### config.mk
export PLATFORM = sky130hd
export DESIGN_NAME = ddp_rx_parse_flat
export DESIGN_NICKNAME = d
export VERILOG_FILES = /design/src/rtl/ddp_rx_parse_if.sv /design/src/rtl/ddp_rx_parse.sv /design/src/flat_wrapper.sv
export SDC_FILE = /design/constraint.sdc
export NUM_CORES = 1
export LEC_CHECK = 0
export ABC_AREA = 1
export BUFFER_PORTS_ARGS = -buffer_cell sky130_fd_sc_hd__buf_4
export CORE_AREA = 10 10 243 245
export CTS_BUF_LIST = sky130_fd_sc_hd__clkbuf_8 sky130_fd_sc_hd__clkbuf_16
export DETAILED_ROUTE_END_ITERATION = 16
export DIE_AREA = 0 0 253 255
export PLACE_DENSITY = 0.58
export SLEW_MARGIN = 20
export SYNTH_ARGS = -nofsm -noshare
export SYNTH_HDL_FRONTEND = slang
export SYNTH_SLANG_ARGS = --single-unit
### constraint.sdc
create_clock -name clock -period 1.9 [get_ports clock]
set_input_delay 0.38 -clock clock [delete_from_list [all_inputs] [get_ports clock]]
set_output_delay 0.38 -clock clock [all_outputs]
set_load 0.01 [all_outputs]
### src/rtl/ddp_rx_parse_if.sv
// Bus bundle for the receive DDP parser: FIFO head, header handoff and payload stream.
// master is the parser's view; slave is the surrounding FIFO/RDMAP/payload-buffer side.
interface ddp_rx_parse_if;
    logic [266:0] rxPktDataOut;
    logic         rxPktEmpty;
    logic         rxPktPop;
    logic         rxDdp2RdmapHdrValid;
    logic [55:0]  rxDdp2RdmapHeader;
    logic [7:0]   rxDdp2RdmapCtrl;
    logic [7:0]   rxDdpCtrl;
    logic [15:0]  rxDdpHeader;
    logic         rxHdrReady;
    logic         payloadPush;
    logic [255:0] payloadData;
    logic [3:0]   payloadQN;
    logic [4:0]   payloadBytes;
    logic         payloadLast;
    logic         payloadFull;
    logic [15:0]  pktCount;
    logic [7:0]   errCount;

    modport master (
        input  rxPktDataOut, rxPktEmpty, rxHdrReady, payloadFull,
        output rxPktPop, rxDdp2RdmapHdrValid, rxDdp2RdmapHeader, rxDdp2RdmapCtrl,
               rxDdpCtrl, rxDdpHeader, payloadPush, payloadData, payloadQN,
               payloadBytes, payloadLast, pktCount, errCount
    );

    modport slave (
        output rxPktDataOut, rxPktEmpty, rxHdrReady, payloadFull,
        input  rxPktPop, rxDdp2RdmapHdrValid, rxDdp2RdmapHeader, rxDdp2RdmapCtrl,
               rxDdpCtrl, rxDdpHeader, payloadPush, payloadData, payloadQN,
               payloadBytes, payloadLast, pktCount, errCount
    );
endinterface

### src/rtl/ddp_rx_parse.sv
// Receive DDP parser: splits FIFO packet words into an RDMAP header handoff and a
// queue-tagged payload stream; malformed framing is dropped and counted.
//
// state   | meaning
// IDLE    | waiting for a packet head; SOP starts a header, non-SOP is an orphan
// HDR     | header presented to RDMAP, waiting for rxHdrReady
// PAYLOAD | forwarding payload words until EOP
// DROP    | discarding orphan words up to EOP
module ddp_rx_parse (
    input  logic           clock,
    input  logic           reset,
    ddp_rx_parse_if.master bus
);
    typedef enum logic [1:0] {IDLE, HDR, PAYLOAD, DROP} state_t;

    state_t       state;
    logic         hdr_eop;
    logic         pop;
    logic         head_sop;
    logic         head_eop;
    logic [3:0]   head_qn;
    logic [4:0]   head_bc;
    logic [255:0] head_data;

    assign head_sop  = bus.rxPktDataOut[266];
    assign head_eop  = bus.rxPktDataOut[265];
    assign head_qn   = bus.rxPktDataOut[264:261];
    assign head_bc   = bus.rxPktDataOut[260:256];
    assign head_data = bus.rxPktDataOut[255:0];

    // A SOP head is never consumed outside IDLE so the next header is parsed there.
    always_comb begin
        pop = 1'b0;
        case (state)
            IDLE:    pop = !bus.rxPktEmpty;
            PAYLOAD: pop = !bus.rxPktEmpty && !bus.payloadFull && !head_sop;
            DROP:    pop = !bus.rxPktEmpty && !head_sop;
            default: pop = 1'b0;
        endcase
    end

    assign bus.rxPktPop = pop;

    always_ff @(posedge clock) begin
        if (reset) begin
            state                   <= IDLE;
            hdr_eop                 <= 1'b0;
            bus.rxDdp2RdmapHdrValid <= 1'b0;
            bus.rxDdp2RdmapHeader   <= '0;
            bus.rxDdp2RdmapCtrl     <= '0;
            bus.rxDdpCtrl           <= '0;
            bus.rxDdpHeader         <= '0;
            bus.payloadPush         <= 1'b0;
            bus.payloadData         <= '0;
            bus.payloadQN           <= '0;
            bus.payloadBytes        <= '0;
            bus.payloadLast         <= 1'b0;
            bus.pktCount            <= '0;
            bus.errCount            <= '0;
        end else begin
            bus.payloadPush <= 1'b0;
            bus.payloadLast <= 1'b0;
            case (state)
                IDLE: begin
                    if (!bus.rxPktEmpty) begin
                        if (head_sop) begin
                            bus.rxDdpCtrl           <= head_data[255:248];
                            bus.rxDdpHeader         <= head_data[247:232];
                            bus.rxDdp2RdmapCtrl     <= head_data[231:224];
                            bus.rxDdp2RdmapHeader   <= head_data[223:168];
                            bus.payloadQN           <= head_qn;
                            hdr_eop                 <= head_eop;
                            bus.rxDdp2RdmapHdrValid <= 1'b1;
                            state                   <= HDR;
                        end else begin
                            if (bus.errCount != 8'hFF) bus.errCount <= bus.errCount + 8'd1;
                            if (!head_eop) state <= DROP;
                        end
                    end
                end
                HDR: begin
                    if (bus.rxHdrReady) begin
                        bus.rxDdp2RdmapHdrValid <= 1'b0;
                        if (hdr_eop) begin
                            bus.pktCount <= bus.pktCount + 16'd1;
                            state        <= IDLE;
                        end else begin
                            state <= PAYLOAD;
                        end
                    end
                end
                PAYLOAD: begin
                    if (!bus.rxPktEmpty) begin
                        if (head_sop) begin
                            // Truncated packet: leave the new header for IDLE.
                            if (bus.errCount != 8'hFF) bus.errCount <= bus.errCount + 8'd1;
                            state <= IDLE;
                        end else if (!bus.payloadFull) begin
                            bus.payloadPush  <= 1'b1;
                            bus.payloadData  <= head_data;
                            bus.payloadBytes <= head_bc;
                            bus.payloadLast  <= head_eop;
                            if (head_eop) begin
                                bus.pktCount <= bus.pktCount + 16'd1;
                                state        <= IDLE;
                            end
                        end
                    end
                end
                DROP: begin
                    if (!bus.rxPktEmpty && (head_sop || head_eop)) state <= IDLE;
                end
                default: state <= IDLE;
            endcase
        end
    end
endmodule

### src/flat_wrapper.sv
// flat-port wrapper written by rule: the top's interface ports become plain ports
module ddp_rx_parse_flat 
  (clock, reset, bus_rxPktDataOut, bus_rxPktEmpty, bus_rxHdrReady, bus_payloadFull, bus_rxPktPop, bus_rxDdp2RdmapHdrValid, bus_rxDdp2RdmapHeader, bus_rxDdp2RdmapCtrl, bus_rxDdpCtrl, bus_rxDdpHeader, bus_payloadPush, bus_payloadData, bus_payloadQN, bus_payloadBytes, bus_payloadLast, bus_pktCount, bus_errCount);
  ddp_rx_parse_if bus_i ();
  input  logic clock;
  input  logic reset;
  input wire logic [$bits(bus_i.rxPktDataOut)-1:0] bus_rxPktDataOut;
  input wire logic [$bits(bus_i.rxPktEmpty)-1:0] bus_rxPktEmpty;
  input wire logic [$bits(bus_i.rxHdrReady)-1:0] bus_rxHdrReady;
  input wire logic [$bits(bus_i.payloadFull)-1:0] bus_payloadFull;
  output wire logic [$bits(bus_i.rxPktPop)-1:0] bus_rxPktPop;
  output wire logic [$bits(bus_i.rxDdp2RdmapHdrValid)-1:0] bus_rxDdp2RdmapHdrValid;
  output wire logic [$bits(bus_i.rxDdp2RdmapHeader)-1:0] bus_rxDdp2RdmapHeader;
  output wire logic [$bits(bus_i.rxDdp2RdmapCtrl)-1:0] bus_rxDdp2RdmapCtrl;
  output wire logic [$bits(bus_i.rxDdpCtrl)-1:0] bus_rxDdpCtrl;
  output wire logic [$bits(bus_i.rxDdpHeader)-1:0] bus_rxDdpHeader;
  output wire logic [$bits(bus_i.payloadPush)-1:0] bus_payloadPush;
  output wire logic [$bits(bus_i.payloadData)-1:0] bus_payloadData;
  output wire logic [$bits(bus_i.payloadQN)-1:0] bus_payloadQN;
  output wire logic [$bits(bus_i.payloadBytes)-1:0] bus_payloadBytes;
  output wire logic [$bits(bus_i.payloadLast)-1:0] bus_payloadLast;
  output wire logic [$bits(bus_i.pktCount)-1:0] bus_pktCount;
  output wire logic [$bits(bus_i.errCount)-1:0] bus_errCount;
  assign bus_i.rxPktDataOut = bus_rxPktDataOut;
  assign bus_i.rxPktEmpty = bus_rxPktEmpty;
  assign bus_i.rxHdrReady = bus_rxHdrReady;
  assign bus_i.payloadFull = bus_payloadFull;
  assign bus_rxPktPop = bus_i.rxPktPop;
  assign bus_rxDdp2RdmapHdrValid = bus_i.rxDdp2RdmapHdrValid;
  assign bus_rxDdp2RdmapHeader = bus_i.rxDdp2RdmapHeader;
  assign bus_rxDdp2RdmapCtrl = bus_i.rxDdp2RdmapCtrl;
  assign bus_rxDdpCtrl = bus_i.rxDdpCtrl;
  assign bus_rxDdpHeader = bus_i.rxDdpHeader;
  assign bus_payloadPush = bus_i.payloadPush;
  assign bus_payloadData = bus_i.payloadData;
  assign bus_payloadQN = bus_i.payloadQN;
  assign bus_payloadBytes = bus_i.payloadBytes;
  assign bus_payloadLast = bus_i.payloadLast;
  assign bus_pktCount = bus_i.pktCount;
  assign bus_errCount = bus_i.errCount;
  ddp_rx_parse u_core (.clock(clock), .reset(reset), .bus(bus_i));
endmodule
==> metrics.cfg, run 1 <==
[global_routing]
antenna_found_initial = 0
grtUsageTotal_pct = 16.4
first_global_vias = 14100
grt.overflow.total = 0
grt_first_pass_wirelength_um = 83000
grt_max_degree = 85

[clock_tree]
clkLatencyLatePin_ns = 0.56
tritoncts = done
cts_max_path_buffers = 3
htreeDepth = 2
clk_pin_slew_ns = 0.06
cts_made_buffers = 44
cts_root_buf = clkbuf_16
clock-sinks = 383

[sta]
rsz0062_at_grt = true
max_freq_mhz = 543
setup_slack_ns = 0.0594
setup_violations = 0
slew_headroom_pct = 68.8
fin_crit_sh_pct = 96.9
min_period_ns = 1.84
fin_skew_ns = 0.0153
holdWs_ns = 0.0397
finalHoldViolCount = 0
worst_pin_slew_ns = 0.467
slew_violations = 0

[routing]
ant_nets = 0
drt_iter0_drc = 649
drc = 0
finalWirelength_um = 56400
wl_per_cell_um = 17.7
vias_per_cell = 4.46
dr_total_vias = 14200
dr.pass1.iters = 5

[finish]
drive_gt1_share_pct = 31.8
nets = 2714
antenna_cells = 0
fin_area_mm2 = 0.0211
finalCoreUtilization_pct = 38.8
areaGrowthSynthToFinish_pct = 54.6
fin_cells = 3176
n_fill_cell = 5555

[critical_path]
worstPathRequired_ns = 1.52
path_common_cell = nor2_1
cp_top_family = flip-flops
cp_num_buf_inv = 2
max_stage_delay_ns = 0.38
setup.worst_path.end_class = primary output
critPathKind = flop to primary output
startpoint_type = flop
crit_fanout = 6
crit_chain = inv_4 -> nor3_2 -> nor2_1 -> nor2_1 -> buf_4
worst_ep_arrival_time_ns = 1.46
crit_slowest_cell = dfxtp_4

[synth]
syn_area_mm2 = 0.0137
synth_cell_types = 24
syn_area_per_cell_um2 = 7.58
ys_seq_area_share_pct = 56.1
synth_seq_cells = 383
syn-num-nets = 2077
syn_inst = 1803
ys.warnings.count = 0

[floorplan]
die_area_mm2 = 0.0645
die_h_um = 255
core-area_mm2 = 0.0544
start_util_pct = 25.1
dieWidth_um = 253
io_pins = 653
fp-row-count = 86

[power]
switching_share_pct = 29.3
sequentialPowerShare_pct = 41.1
p_per_area_mw_per_mm2 = 1080
p_int_mw = 16.2
vdd_ir_drop_max_v = 0.000625
p_sw_mw = 6.71
pwr-share-clk_pct = 37.6
p_leak_nw = 10.2
combinationalPowerShare_pct = 21.3

[placement]
placed_area_mm2 = 0.0195
numPortBuffers = 652
dp_hpwl_um = 42500
dp_slack_ns = 0.128
dp_cells = 3087
place_congestion = 0.884

[run]
max-cap-violations = 0

[worst_hold_path]
hold_class = input port to flop

[outcome]
status = complete, no violations

==> path summary, 6_finish.rpt <==
kind / start / endpoint / slack, ns / cells after the start
hold reg to reg: u_core.bus.rxDdp2RdmapHdrValid / u_core.bus.rxDdp2RdmapHdrValid / 0.48 / 2
setup reg to reg: u_core.state[0] / u_core.bus.payloadData[57] / 0.22 / 8
setup / recovery: u_core.state[1] / bus_rxPktPop / 0.06 / 5
hold / removal: bus_rxPktDataOut[108] / u_core.bus.payloadData[108] / 0.04 / 3
==> stage by stage <==
step | power [mW] | setup TNS, ns
2_1_floorplan | 11.7 | 0
3_3_place_gp | 14.3 | 0
3_5_place_dp | 14.4 | 0
4_1_cts | 23.2 | 0
5_1_grt | 24.0 | -0.0277
6_report | 22.9 | 0
==> synth_stat cells, drive strengths merged <==
cell type / count / area (µm²)
nor2: 760 / 2860
dfxtp: 383 / 7670
o21ai: 365 / 1830
nand2: 88 / 330
clkbuf: 64 / 240
buf: 57 / 304
inv: 31 / 116
a21oi: 23 / 115
nand3: 19 / 95.1
nor3: 3 / 31.3
xnor2: 3 / 26.3
ha: 2 / 25.0
xor2: 2 / 17.5
clkinv: 1 / 3.75
nand3b: 1 / 7.51
nand4: 1 / 6.26
==> cells in the final DEF, fill, tap and decap left out, drive strengths merged <==
master / netlist / layout
a21oi: 23 / 23
buf: 57 / 702
bufinv: 0 / 4
clkbuf: 64 / 53
clkinv: 1 / 10
clkinvlp: 0 / 2
dfxtp: 383 / 383
dlygate4sd3: 0 / 10
ha: 2 / 2
inv: 31 / 41
nand2: 88 / 88
nand3: 19 / 19
nand3b: 1 / 1
nand4: 1 / 1
nor2: 760 / 760
nor3: 3 / 3
o21ai: 365 / 365
xnor2: 3 / 3
xor2: 2 / 2
==> routing by layer <==
metal  share of wire (%)  vias to the layer above  track usage, %
met4                 2.7                        0            5.16
met3                 9.3                       76            5.99
met2                  49                      531            28.3
met1                  39                     6528            18.4
li1                    -                     7021               -
met5                   0                        -               0
==> timing repair <==
item / in CTS / in global routing
endpoints found under the setup margin: 1 / 1
gates resized for setup: 5 / 3
setup buffers: 1 / 0
endpoints found under the hold margin: 10 / 0
hold buffers: 10 / 0
==> cell families after synthesis <==
group	after synthesis	synth area share, %
simple gates	872	24.3
compound gates	388	14.2
flops	383	56.1
buf+inv	153	4.86
xor+xnor	5	0.320
fa+ha+maj	2	0.183
==> worst min-delay path: cells and delay by family <==
kind / cells / cell delay [ns]
buffers and inverters: 1 / 0.08
AND/OR/NAND/NOR: 2 / 0.11
==> power groups by stage <==
stage	logic (mW)	clock network, mW	registers [mW]
floorplan	1.87	0	9.82
CTS	4.94	8.85	9.39
detailed placement	4.88	0	9.53
global placement	4.82	0	9.51
finish	4.87	8.60	9.40
global route	5.39	9.17	9.49
==> final cells by class <==
cell class | count | area [µm²] | share of cell area [%]
Sequential cell | 383 | 7670 | 36.3
Clock buffer | 53 | 1220 | 5.80
Clock inverter | 25 | 244 | 1.15
Inverter | 32 | 139 | 0.657
Tap cell | 704 | 881 | 4.17
Multi-Input combinational cell | 1267 | 5360 | 25.4
Timing Repair Buffer | 712 | 5610 | 26.5
==> sequential cells by signal, summed over array words and instances (netlist names) <==
signal / flops
u_core.bus.payloadData: 256
u_core.bus.rxDdp2RdmapHeader: 56
u_core.bus.pktCount: 16
u_core.bus.rxDdpHeader: 16
u_core.bus.errCount: 8
u_core.bus.rxDdp2RdmapCtrl: 8
u_core.bus.rxDdpCtrl: 8
u_core.bus.payloadBytes: 5
u_core.bus.payloadQN: 4
u_core.state: 2
u_core.bus.payloadLast: 1
u_core.bus.payloadPush: 1
u_core.bus.rxDdp2RdmapHdrValid: 1
u_core.hdr_eop: 1
Power figures use the tool's default switching activity.
==> run 2, diff against run 1 <==
--- a/config.mk
+++ b/config.mk
@@ -12,6 +12,7 @@
 export DETAILED_ROUTE_END_ITERATION = 16
 export DIE_AREA = 0 0 253 255
 export PLACE_DENSITY = 0.58
+export RECOVER_POWER = 25
 export SLEW_MARGIN = 20
 export SYNTH_ARGS = -nofsm -noshare
 export SYNTH_HDL_FRONTEND = slang
==> run 2 against run 1 <==
  * Critical path depth stayed put
  * Critical endpoint unchanged
  * Design area shrank 3.1%
  * Sequential power barely moved
  * Maximum frequency about the same
  * Final cell count stayed put
  * Setup slack improved by 0.00085 ns
  * Global-route usage stayed put
  * Core utilization decreased by 1.2 points
  * Flip-flop and latch count unchanged
  * Routed wire length up 0.17%
  * Register-to-register slack got worse by 0.07 ns
  * Power decreased by 1.3%
==> metrics.cfg, run 2 (same netlist as run 1, synthesis figures left out) <==
[routing]
wl_per_cell_um = 17.8  ; was 17.7 µm
finalWirelength_um = 56500  ; was 56400 µm
vias_per_cell = 4.46  ; unchanged
drc = 0  ; unchanged
dr_total_vias = 14200  ; unchanged
ant_nets = 0  ; unchanged
route.met3.wl_um = 5130  ; was 5230 µm
dr.pass1.iters = 5  ; unchanged
drt_iter0_drc = 687  ; was 649
met2WireLength_um = 27700  ; was 27600 µm
top_layer_used = met4  ; unchanged
wl_met1_um = 22200  ; was 22000 µm

[floorplan]
fp-row-count = 86  ; unchanged
die_h_um = 255  ; unchanged
die_area_mm2 = 0.0645  ; unchanged
start_util_pct = 25.1  ; unchanged
io_pins = 653  ; unchanged
core-area_mm2 = 0.0544  ; unchanged
dieWidth_um = 253  ; unchanged

[sta]
slew_headroom_pct = 40.9  ; was 68.8%
worst_pin_slew_ns = 0.886  ; was 0.467 ns
holdWs_ns = 0.0407  ; was 0.0397 ns
tns_ns = 0  ; unchanged
slew_violations = 0  ; unchanged
fin_skew_ns = 0.0152  ; was 0.0153 ns
fin_crit_sh_pct = 96.8  ; was 96.9%
min_period_ns = 1.84  ; about the same
setup_violations = 0  ; unchanged
max_freq_mhz = 544  ; was 543 MHz
finalHoldViolCount = 0  ; unchanged
rsz0062_at_grt = true  ; unchanged

[critical_path]
critPathKind = flop to primary output  ; unchanged
setup.worst_path.end_class = primary output  ; unchanged
startpoint_type = flop  ; unchanged
worstPathRequired_ns = 1.52  ; about the same
crit_fanout = 6  ; unchanged
worst_ep_arrival_time_ns = 1.46  ; about the same

[global_routing]
grt.overflow.total = 0  ; unchanged
grt_first_pass_wirelength_um = 83000  ; unchanged
first_global_vias = 14100  ; unchanged
grt_max_degree = 85  ; unchanged
grtUsageTotal_pct = 16.4  ; unchanged
antenna_found_initial = 0  ; unchanged

[finish]
n_fill_cell = 5726  ; was 5555
largestRegisters = u_core.bus.payloadData x256, u_core.bus.rxDdp2RdmapHeader x56  ; unchanged
drive_gt1_share_pct = 25.0  ; was 31.8%
final_cell_mix = nor2_1 (759), buf_4 (517), dfxtp_1 (381)  ; was nor2_1 (759), buf_4 (683), dfxtp_1 (381)
mostFrequentLayoutCell = nor2_1  ; unchanged
fin_area_mm2 = 0.0205  ; was 0.0211 mm²
largest_reg_flops = 256  ; unchanged
nets = 2714  ; unchanged
top_register = u_core.bus.payloadData  ; unchanged
multiInputGateArea_mm2 = 0.00536  ; unchanged
area.sequential_mm2 = 0.00767  ; unchanged
antenna_cells = 0  ; unchanged
areaGrowthSynthToFinish_pct = 49.8  ; was 54.6%

[power]
p_leak_nw = 9.49  ; was 10.2 nW
p_per_area_mw_per_mm2 = 1100  ; was 1080 mW/mm²
vdd_ir_drop_max_v = 0.000621  ; was 0.000625 V

[clock_tree]
cts_max_path_buffers = 3  ; unchanged
tritoncts = done  ; unchanged
clkLatencyLatePin_ns = 0.56  ; about the same
cts_root_buf = clkbuf_16  ; unchanged
clk_pin_slew_ns = 0.06  ; about the same
cts_made_buffers = 44  ; unchanged
clock-sinks = 383  ; unchanged
htreeDepth = 2  ; unchanged

[run]
max-cap-violations = 0  ; unchanged

[worst_hold_path]
hold_class = input port to flop  ; unchanged

[placement]
place_congestion = 0.884  ; unchanged
placed_area_mm2 = 0.0195  ; unchanged
dp_hpwl_um = 42500  ; unchanged
numPortBuffers = 652  ; unchanged

[outcome]
status = complete, no violations  ; unchanged

==> run 2: layout make-up <==
type,instances,area share [%]
flip-flops and latches,383,37.5
multi-input cells,1267,26.2
well taps,704,4.30
inverters,32,0.678
clock inverters,25,1.19
repair buffers,712,24.2
clock buffers,53,5.98
==> run 2: repair_timing <==
item,in CTS,in global routing
gates cloned,0,0
buffers inserted,1,0
hold endpoints to repair,10,0
hold buffers,10,0
resized for setup,5,3
setup endpoints to repair,1,1
==> run 2: power breakdown <==
group	switching [mW]	internal, mW
Sequential	0.512	8.88
Combinational	2.71	1.87
Clock	3.46	5.13
Total	6.69	15.9
==> run 2: worst max-delay path, stage by stage (launching register included) <==
cell and delay (ns):
dfxtp_4 0.38, inv_4 0.06, nor3_2 0.17, nor2_1 0.06, nor2_1 0.10, buf_4 0.14
==> run 2: final timing paths <==
kind | depth (start not counted) | slack [ns] | end | from
max | 5 | 0.06 | bus_rxPktPop | u_core.state[1]
max reg2reg | 5 | 0.15 | u_core.bus.rxDdp2RdmapHeader[37] | u_core.state[0]
min | 3 | 0.04 | u_core.bus.payloadData[108] | bus_rxPktDataOut[108]
min reg2reg | 2 | 0.48 | u_core.bus.rxDdp2RdmapHeader[22] | u_core.bus.rxDdp2RdmapHeader[22]
==> run 2: through the flow <==
stage | utilization [%] | power (mW) | setup slack, ns | instances
finish | 37.6 | 22.6 | 0.0603 | 3176
CTS | 38.8 | 23.2 | 0.0129 | 3176
global route | 37.6 | 23.7 | -0.0277 | 3176
global placement | 35.9 | 14.3 | 0.154 | 3087
detailed placement | 35.9 | 14.4 | 0.128 | 3087
floorplan | - | 11.7 | 0.319 | 1803
==> run 2: per-layer routing <==
metal  GRT usage [%]  up-vias
li1                -     7026
met1            18.4     6521
met2            28.3      535
met3            5.99       74
met4            5.16        0
met5               0        -
==> run 3, diff against run 2 <==
--- a/config.mk
+++ b/config.mk
@@ -11,7 +11,6 @@
 export CTS_BUF_LIST = sky130_fd_sc_hd__clkbuf_8 sky130_fd_sc_hd__clkbuf_16
 export DETAILED_ROUTE_END_ITERATION = 16
 export DIE_AREA = 0 0 253 255
-export PLACE_DENSITY = 0.58
 export RECOVER_POWER = 25
 export SLEW_MARGIN = 20
 export SYNTH_ARGS = -nofsm -noshare
==> run 3 against run 2 <==
  * Clock power hardly changed
  * Sequential power barely moved
  * Global-route usage decreased by 0.23 points
  * Via count fell by 0.40%
  * Critical path type unchanged
  * Sequential share of layout area grew 0.34 points
  * Flip-flop and latch count did not move
  * Core utilization down 0.35 points
  * Non-clock buffer count fell by 13
  * Critical path depth unchanged
==> metrics.cfg, run 3 (same netlist as run 1, synthesis figures left out) <==
[outcome]
status = complete, no violations  ; unchanged

[floorplan]
die_area_mm2 = 0.0645  ; unchanged
start_util_pct = 25.1  ; unchanged
die_h_um = 255  ; unchanged
io_pins = 653  ; unchanged
fp-row-count = 86  ; unchanged
dieWidth_um = 253  ; unchanged
core-area_mm2 = 0.0544  ; unchanged

[run]
max-cap-violations = 0  ; unchanged

[finish]
largestRegisters = u_core.bus.payloadData x256, u_core.bus.rxDdp2RdmapHeader x56  ; unchanged
finalCoreUtilization_pct = 37.3  ; was 37.6%
areaGrowthSynthToFinish_pct = 48.4  ; was 49.8%
final_cell_mix = nor2_1 (759), buf_4 (492), dfxtp_1 (381)  ; was nor2_1 (759), buf_4 (517), dfxtp_1 (381)
n_fill_cell = 5766  ; was 5726
top_register = u_core.bus.payloadData  ; unchanged
fin_cells = 3164  ; was 3176
mostFrequentLayoutCell = nor2_1  ; unchanged
antenna_cells = 0  ; unchanged
drive_gt1_share_pct = 24.0  ; was 25.0%
fin_area_mm2 = 0.0203  ; was 0.0205 mm²
largest_reg_flops = 256  ; unchanged
nets = 2701  ; was 2714

[global_routing]
antenna_found_initial = 0  ; unchanged
grt_first_pass_wirelength_um = 82100  ; was 83000 µm
grt_max_degree = 103  ; was 85
first_global_vias = 13800  ; was 14100
grt.overflow.total = 0  ; unchanged
grtUsageTotal_pct = 16.1  ; was 16.4%

[placement]
dp_cells = 3076  ; was 3087
place_congestion = 0.844  ; was 0.884
placed_area_mm2 = 0.0194  ; was 0.0195 mm²
dp_hpwl_um = 41100  ; was 42500 µm
numPortBuffers = 652  ; unchanged
dp_slack_ns = 0.0824  ; was 0.128 ns

[sta]
rsz0062_at_grt = false  ; was true
slew_violations = 0  ; unchanged
finalHoldViolCount = 0  ; unchanged
setup_violations = 0  ; unchanged
worst_pin_slew_ns = 0.482  ; was 0.886 ns
min_period_ns = 1.82  ; was 1.84 ns
fin_crit_sh_pct = 95.8  ; was 96.8%
slew_headroom_pct = 67.7  ; was 40.9%
tns_ns = 0  ; unchanged
fin_skew_ns = 0.0155  ; was 0.0152 ns
max_freq_mhz = 549  ; was 544 MHz
holdWs_ns = 0.0427  ; was 0.0407 ns
setup_slack_ns = 0.0792  ; was 0.0603 ns

[routing]
ant_nets = 0  ; unchanged
drt_iter0_drc = 761  ; was 687
dr.pass1.iters = 5  ; unchanged
wl_per_cell_um = 17.6  ; was 17.8 µm
vias_per_cell = 4.46  ; about the same
dr_total_vias = 14100  ; was 14200
drc = 0  ; unchanged
finalWirelength_um = 55800  ; was 56500 µm

[worst_hold_path]
hold_class = input port to flop  ; unchanged
hold_start = bus_rxPktDataOut[25]  ; was bus_rxPktDataOut[108]
min_path_cells = 3  ; unchanged
worstHoldEndpoint = u_core.bus.payloadData[25]  ; was u_core.bus.payloadData[108]

[power]
vdd_ir_drop_max_v = 0.000636  ; was 0.000621 V
p_leak_nw = 9.35  ; was 9.49 nW
power.total_mw = 22.5  ; was 22.6 mW
p_per_area_mw_per_mm2 = 1110  ; was 1100 mW/mm²
pwr-share-clk_pct = 38.3  ; was 38.1%
p_sw_mw = 6.64  ; was 6.69 mW
switching_share_pct = 29.5  ; was 29.6%
p_int_mw = 15.9  ; about the same
sequentialPowerShare_pct = 41.6  ; about the same
combinationalPowerShare_pct = 20.1  ; was 20.3%

[clock_tree]
cts_made_buffers = 44  ; unchanged
cts_root_buf = clkbuf_16  ; unchanged
clk_pin_slew_ns = 0.06  ; about the same
htreeDepth = 2  ; unchanged
clkLatencyLatePin_ns = 0.55  ; was 0.56 ns
tritoncts = done  ; unchanged
cts_max_path_buffers = 3  ; unchanged
clock-sinks = 383  ; unchanged

[critical_path]
r2r-start = u_core.state[1]  ; was u_core.state[0]
startpoint_type = flop  ; unchanged
critPathKind = flop to primary output  ; unchanged
worstPathRequired_ns = 1.52  ; about the same
r2r_cells = 6  ; was 5
worst_ep_arrival_time_ns = 1.44  ; was 1.46 ns
r2r_slack_ns = 0.14  ; was 0.15 ns
setup.worst_path.end_class = primary output  ; unchanged
worstReg2RegEnd = u_core.bus.rxDdp2RdmapCtrl[0]  ; was u_core.bus.rxDdp2RdmapHeader[37]
crit_fanout = 6  ; unchanged

==> run 3: timing repair <==
| item | in CTS | in global routing |
|---|---|---|
| setup endpoints to repair | 1 | 0 |
| setup buffers | 0 | 0 |
| hold buffers | 9 | 0 |
| gates resized for setup | 6 | 0 |
| hold endpoints to repair | 9 | 0 |
==> run 3: worst max-delay path, stage by stage, from the launching register on <==
cell,delay [ns]
dfxtp_4,0.38
inv_2,0.07
nor3_2,0.16
nor2_1,0.05
nor2_1,0.09
buf_4,0.13
==> run 3: power groups by stage <==
stage	clock network, mW	registers, mW	logic, mW
6_report	8.62	9.38	4.54
5_1_grt	9.18	9.47	5.05
3_5_place_dp	0	9.52	4.86
4_1_cts	8.88	9.38	4.90
2_1_floorplan	0	9.82	1.87
3_3_place_gp	0	9.49	4.80
==> run 3: worst max path at each step <==
stage                          start                       endpoint  slack, ns
2_1_floorplan  bus_rxPktDataOut[266]    u_core.bus.payloadData[105]       0.32
3_3_place_gp          bus_rxPktEmpty     u_core.bus.payloadData[10]       0.12
3_5_place_dp         u_core.state[0]  u_core.bus.rxDdp2RdmapCtrl[0]       0.08
4_1_cts              u_core.state[1]                   bus_rxPktPop       0.03
5_1_grt              u_core.state[1]                   bus_rxPktPop     0.0008
6_report             u_core.state[1]                   bus_rxPktPop       0.08
==> run 3: metal layers <==
layer | vias to the layer above | GRT usage [%] | share of wire [%]
li1 | 6984 | - | -
met1 | 6471 | 18.1 | 39
met2 | 560 | 27.8 | 49
met3 | 84 | 6.07 | 9.6
met4 | 0 | 5.35 | 2.8
met5 | - | 0 | 0
==> run 3: area by class of cell <==
type                       count  area [µm²]  area share (%)
tap                          704         881            4.34
multi-input combinational   1267        5360            26.4
timing repair buffer         699        4750            23.4
clock buffer                  57        1290            6.36
clock inverter                22         193           0.950
sequential                   383        7670            37.8
inverter                      32         136           0.672
